File: src/rtl/aes_sc_host_pkg.sv
// Shared types and constants for the aes_if scan-chain host.
// Field offsets describe the 387-bit scan vector layout.
`timescale 1ns/1ps
package aes_sc_host_pkg;

    typedef enum logic [1:0] {
        LOAD,
        READY,
        RUN,
        UNLOAD
    } state_t;

    localparam int SC_BYTES = 49;
    localparam int CT_BYTES = 16;
    localparam int PAD_BITS = 5;
    localparam int SR_W     = SC_BYTES * 8;

    localparam int PT_LSB   = 259;
    localparam int KEY_LSB  = 3;
    localparam int PT_SEL   = 2;
    localparam int KEY_SEL  = 1;
    localparam int CT_SEL   = 0;

endpackage

File: src/rtl/aes_sc_ct_serializer.sv
// Holds the captured ciphertext and hands it out one byte at a time,
// MSB first, over a valid/ready port.
`timescale 1ns/1ps
module aes_sc_ct_serializer #(
    parameter int CT_W = 128
) (
    input  logic            clk,
    input  logic            rst_n,
    input  logic            clear,
    input  logic            load,
    input  logic [CT_W-1:0] ct,
    output logic            rd_valid,
    input  logic            rd_ready,
    output logic [7:0]      rd_data,
    output logic            rd_last
);

    localparam int NB = CT_W / 8;
    localparam int CW = $clog2(NB);

    logic [CT_W-1:0] sr;
    logic [CW-1:0]   cnt;
    logic            fire;

    assign fire    = rd_valid & rd_ready;
    assign rd_last = fire & (cnt == CW'(NB - 1));
    assign rd_data = sr[CT_W-1 -: 8];

    // Load on capture, shift one byte per handshake, stop after the last one.
    always_ff @(posedge clk or negedge rst_n) begin
        if (!rst_n) begin
            sr       <= '0;
            cnt      <= '0;
            rd_valid <= 1'b0;
        end else if (clear) begin
            cnt      <= '0;
            rd_valid <= 1'b0;
        end else if (load) begin
            sr       <= ct;
            cnt      <= '0;
            rd_valid <= 1'b1;
        end else if (fire) begin
            sr <= {sr[CT_W-9:0], 8'h00};
            if (rd_last) begin
                cnt      <= '0;
                rd_valid <= 1'b0;
            end else begin
                cnt <= cnt + 1'b1;
            end
        end
    end

endmodule

File: src/rtl/aes_sc_host.sv
// Host-side initiator for the aes_if scan chain: load, run, unload.
// Optional RUN watchdog and err port: define AES_SC_HOST_TIMEOUT_EN.
`timescale 1ns/1ps
module aes_sc_host
    import aes_sc_host_pkg::*;
#(
    parameter int SC_W           = 387,
    parameter int CT_W           = 128,
    parameter int TIMEOUT_CYCLES = 4096
) (
    input  logic            clk,
    input  logic            rst_n,
    input  logic            clear,
    input  logic            wr_valid,
    output logic            wr_ready,
    input  logic [7:0]      wr_data,
    input  logic            start,
    output logic            rd_valid,
    input  logic            rd_ready,
    output logic [7:0]      rd_data,
    output logic            busy,
    output logic            done,
`ifdef AES_SC_HOST_TIMEOUT_EN
    output logic            err,
`endif
    output logic [SC_W-1:0] scan_chain,
    output logic            enable,
    input  logic            trigger,
    input  logic [SC_W-1:0] sc_out
);

    state_t          state;
    state_t          state_n;
    logic [5:0]      byte_cnt;
    logic [SR_W-1:0] sr;
    logic [SR_W-1:0] sr_n;
    logic            trigger_q;
    logic            edge_det;
    logic            wr_fire;
    logic            load_done;
    logic            capture;
    logic            rd_last;
    logic            timeout;
    logic            unused_bits;

    assign edge_det  = trigger & ~trigger_q;
    assign wr_fire   = (state == LOAD) & wr_valid;
    assign load_done = wr_fire & (byte_cnt == 6'(SC_BYTES - 1));
    assign capture   = (state == RUN) & edge_det & ~clear;
    assign sr_n      = {sr[SR_W-9:0], wr_data};

    // Pad bits and the unused upper scan-out bits are intentionally dropped.
    assign unused_bits = ^{sr[SR_W-1:SR_W-8], sr_n[SR_W-1:SC_W],
                           sc_out[SC_W-1:CT_W]};

`ifdef AES_SC_HOST_TIMEOUT_EN
    logic [15:0] tcnt;

    assign timeout = (state == RUN) & ~edge_det &
                     (tcnt == 16'(TIMEOUT_CYCLES - 1));

    // Watchdog counts RUN cycles and restarts whenever RUN is left.
    always_ff @(posedge clk or negedge rst_n) begin
        if (!rst_n) begin
            tcnt <= '0;
        end else if (state == RUN && !clear) begin
            tcnt <= tcnt + 16'd1;
        end else begin
            tcnt <= '0;
        end
    end

    // One-cycle error pulse when the watchdog expires.
    always_ff @(posedge clk or negedge rst_n) begin
        if (!rst_n) begin
            err <= 1'b0;
        end else begin
            err <= timeout & ~clear;
        end
    end
`else
    localparam int unused_timeout = TIMEOUT_CYCLES;

    assign timeout = 1'b0;
`endif

    // State register.
    always_ff @(posedge clk or negedge rst_n) begin
        if (!rst_n) begin
            state <= LOAD;
        end else begin
            state <= state_n;
        end
    end

    // Next-state logic; clear overrides every other event.
    always_comb begin
        state_n = state;
        if (clear) begin
            state_n = LOAD;
        end else begin
            unique case (state)
                LOAD:   if (load_done) state_n = READY;
                READY:  if (start) state_n = RUN;
                RUN: begin
                    if (edge_det) begin
                        state_n = UNLOAD;
                    end else if (timeout) begin
                        state_n = LOAD;
                    end
                end
                UNLOAD: if (rd_last) state_n = LOAD;
                default: state_n = LOAD;
            endcase
        end
    end

    // State-decoded outputs; enable follows the async-reset state.
    always_comb begin
        wr_ready = (state == LOAD);
        enable   = (state == RUN);
        busy     = (state == RUN);
    end

    // Byte stream assembly into the scan vector.
    always_ff @(posedge clk or negedge rst_n) begin
        if (!rst_n) begin
            byte_cnt   <= '0;
            sr         <= '0;
            scan_chain <= '0;
        end else if (clear) begin
            byte_cnt <= '0;
        end else if (wr_fire) begin
            sr <= sr_n;
            if (load_done) begin
                byte_cnt   <= '0;
                scan_chain <= sr_n[SC_W-1:0];
            end else begin
                byte_cnt <= byte_cnt + 6'd1;
            end
        end
    end

    // Trigger history for rising-edge detection, and the done pulse.
    always_ff @(posedge clk or negedge rst_n) begin
        if (!rst_n) begin
            trigger_q <= 1'b0;
            done      <= 1'b0;
        end else begin
            trigger_q <= trigger;
            done      <= capture;
        end
    end

    aes_sc_ct_serializer #(
        .CT_W (CT_W)
    ) u_ser (
        .clk      (clk),
        .rst_n    (rst_n),
        .clear    (clear),
        .load     (capture),
        .ct       (sc_out[CT_W-1:0]),
        .rd_valid (rd_valid),
        .rd_ready (rd_ready),
        .rd_data  (rd_data),
        .rd_last  (rd_last)
    );

endmodule
File: config.mk
export PLATFORM = sky130hd
export DESIGN_NAME = aes_sc_host
export DESIGN_NICKNAME = d
export VERILOG_FILES = /design/src/rtl/aes_sc_host_pkg.sv /design/src/rtl/aes_sc_ct_serializer.sv /design/src/rtl/aes_sc_host.sv
export SDC_FILE = /design/constraint.sdc
export NUM_CORES = 2
export LEC_CHECK = 0
export BUFFER_PORTS_ARGS = -buffer_cell sky130_fd_sc_hd__buf_2
export CORE_AREA = 5 5 309 311
export CTS_BUF_LIST = sky130_fd_sc_hd__clkbuf_4 sky130_fd_sc_hd__clkbuf_8 sky130_fd_sc_hd__clkbuf_16
export DETAILED_ROUTE_END_ITERATION = 8
export DIE_AREA = 0 0 314 316
export PLACE_DENSITY = 0.7
export SLEW_MARGIN = 0
export SYNTH_ARGS = -nofsm -noshare
export SYNTH_HDL_FRONTEND = slang
export SYNTH_SLANG_ARGS = --single-unit
File: constraint.sdc
create_clock -name clk -period 4.4 [get_ports clk]
set_input_delay 1.32 -clock clk [delete_from_list [all_inputs] [get_ports clk]]
set_output_delay 1.32 -clock clk [all_outputs]
set_load 0.01 [all_outputs]
==> impl_results.md <==
- Worst-path clk slew: 0.06 ns
- Xor/xnor share of the synthesized area: 0.100%
- Synth Area in Simple Gates: 2.06%
- Via density: 4.99
- Total gr overflow: 0
- Most frequent cells in the layout: dfrtp_1 (909), buf_2 (540), mux2_2 (466)
- DIE AREA: 99,200 µm²
- CTS max path bufs: 3
- Synth Flop Type: dfrtp_1
- Final hold violations: 0
- Async set-or-reset flop fraction in the synthesized netlist: 100%
- Post-Synth Adder-Cell Area: 0.250%
- Synth Area in Compound Gates: 4.73%
- GPL Wtd Cong: 0.760
- Status: completed
- Number of synthesized flops with an enable pin: 0
- Endpoint type of the worst setup path: output pin
- Max-slew headroom: 53.2%
- Area grow syn2layout: 20.7%
- WL final: 82,900 µm
- Global-route wire length before repair: 129,000 µm
- Final min period: 2.97 ns
- Post-Syn Instances: 2,267
- Core Rows: 112
- Count of final max-slew check failures: 0
- Mapped Avg Cell Area: 15.4 µm²
- VDD IR max: 0.000440 V
- Via count: 20,400
- Worst Setup Slack, final: 1.43 ns
- FMAX: 337 MHz
- DR WL/cell: 20.3 µm
- Finished Core Util: 45.7%
- Drt drc: 0
- Power Density: 449 nW/µm²
- CTS tree: yes
- Max-cap viol count: 0
- Crit path cell chain: inv_1, ha_1, buf_2
- Die X: 314 µm
- Place WS: 1.05 ns
- # H-tree levels: 3
- Final setup violating endpoints: 0
- Die height: 316 µm
- CP max FO: 4
- Vias in the first global route: 21,400
- Hold_buf cts: 0
- CP max stage delay: 0.39 ns
- Unrepaired setup endpoints after global routing: false
- TritonRoute pass-1 iters: 5
- Post-Route Setup TNS: 0 ns
- Clock Skews: 0.0399 ns
- Setup CP Type: reg -> out
- Number of nets still failing antenna checks after routing: 0
- Net Count, Synth: 2,676
- Largest family of logic cells by synthesized area: multiplexers
- Sequential fraction of the synthesis area: 65.0%
- Post-synthesis cell type count: 41
- Yosys warns: 0
- Global Route Usage Sum: 16.5%
- Tcrit/Tclk final: 67.5%
- Crit path required time: 3.08 ns
- Starting density of the core: 37.8%
- Share of post-route cells with drive strength above 1: 43.2%
- Iteration-0 DRC Markers: 1,239
- Core area: 92,500 µm²
- Port bufs: 542
- Post-CTS setup buffers: 0
- Sink Count: 909
- Initial antenna violation count: 14
- Worst Tran Pin Value: 0.702 ns
- Hold Crit Class: reg -> reg
- Detail Placement HPWL: 56,700 µm
- Mux share of post-synthesis cell area: 24.7%
- Clk root buf: clkbuf_16
- Post-CTS resize count: 0
- Startpoint types: flop
- Slowest CP cell: dfrtp_1
- Critical Path AT: 1.65 ns
- TritonCTS buffer count: 95
- Synthesized area: 35,000 µm²
- IO Pins: 802
- Yosys reg bits: 909
- Commonest non-fill, non-tap cell in the layout: dfrtp_1
- Final net count: 3,221
- Leak Pwr: 22.4 nW
- Clock Latency Late Sink: 0.68 ns
- Largest net degree at the start of global routing: 126
[report_power, final]
part	leakage (nW)	internal, mW	switching (mW)	total [mW]
registers	12.4	8.94	0.475	9.42
clock network	1.71	5.16	3.43	8.59
logic	8.24	0.546	0.439	0.985
total	22.4	14.6	4.34	19.0
[synthesized netlist by cell type, types with 2 or more instances]
master    count  share of area, %
a22o_1        9              0.23
ha_1          7              0.25
mux2_2      466                15
clkbuf_1     22              0.24
xnor2_1       2             0.050
nand3_1       2             0.029
inv_1         6             0.064
buf_8         3              0.13
buf_2        38              0.54
nor2_2        2             0.036
and3_1        2             0.036
o21ai_1      20              0.29
xor2_1        2             0.050
nand2_1     126               1.4
buf_6        39               1.3
o21ai_0     103               1.5
nand4_1       4             0.071
nor2_1        9             0.097
mux2_1      300               9.7
nand2b_1      2             0.036
and2_1        2             0.036
a22oi_1     120               2.6
dfrtp_1     909                65
buf_4        45              0.97
nor3_1        5             0.071
a21oi_1       7              0.10
[worst paths after layout]
| path | to | from | slack (ns) | depth (start not counted) |
|---|---|---|---|---|
| min in group asynchronous | sr[232] | rst_n | 0.65 | 1 |
| min | scan_chain[102] | scan_chain[102] | 0.48 | 1 |
| max | busy | state[0] | 1.43 | 3 |
| min reg2reg | scan_chain[102] | scan_chain[102] | 0.48 | 1 |
| max reg2reg | sr[185] | state[0] | 1.76 | 7 |
| max in group asynchronous | sr[129] | rst_n | 2.53 | 3 |
[worst max-delay path, delay by kind of cell (launching register included)]
kind | cells | cell delay [ns]
adder cells (fa/ha/maj) | 1 | 0.31
buffers and inverters | 2 | 0.30
flip-flops | 1 | 0.39
[flip-flops by register name (all words and copies together) (netlist names)]
| register | flops |
|---|---|
| byte_cnt | 6 |
| sr | 379 |
| u_ser.rd_valid | 1 |
| state | 2 |
| u_ser.sr | 128 |
| trigger_q | 1 |
| scan_chain | 387 |
| u_ser.cnt | 4 |
| done | 1 |
[cell families (layout without fill, tap and decap cells)]
logic type / after synthesis / in the layout
other: 0 / 2
AO/OA/AOI/OAI: 262 / 262
multiplexers: 767 / 767
XOR/XNOR: 4 / 4
adder cells (fa/ha/maj): 7 / 7
AND/OR/NAND/NOR: 164 / 164
flip-flops: 909 / 909
buffers and inverters: 154 / 779
[routing by layer]
metal | vias to the layer above | wire length [µm] | global-route usage (%)
li1 | 9183 | - | -
met5 | - | 106 | 0
met2 | 570 | 37500 | 25.0
met3 | 147 | 7180 | 5.99
met4 | 18 | 2190 | 4.94
met1 | 10500 | 35800 | 22.3
[metrics by stage]
stage | power [mW] | std cells | cell area (µm²) | hold WS, ns
final | 19.0 | 4091 | 42300 | 0.477
after global routing | 19.8 | 4091 | 42300 | 0.491
after CTS | 19.3 | 4089 | 42200 | 0.483
after detailed placement | 10.6 | 3912 | 38800 | 0.469
after global placement | 10.5 | 3912 | 38800 | 0.460
after floorplan | 10.0 | 2267 | 35000 | 0.451
[final cells by class]
cell class / instances / area (µm²)
Timing Repair Buffer: 596 / 3390
Clock inverter: 51 / 712
Fill cell: 8246 / 50200
Inverter: 6 / 22.5
Antenna cell: 2 / 5.00
Multi-Input combinational cell: 1204 / 11200
Sequential cell: 909 / 22700
Clock buffer: 126 / 2720
Tap cell: 1197 / 1500
Note: power is estimated with default switching activity, not from simulation.
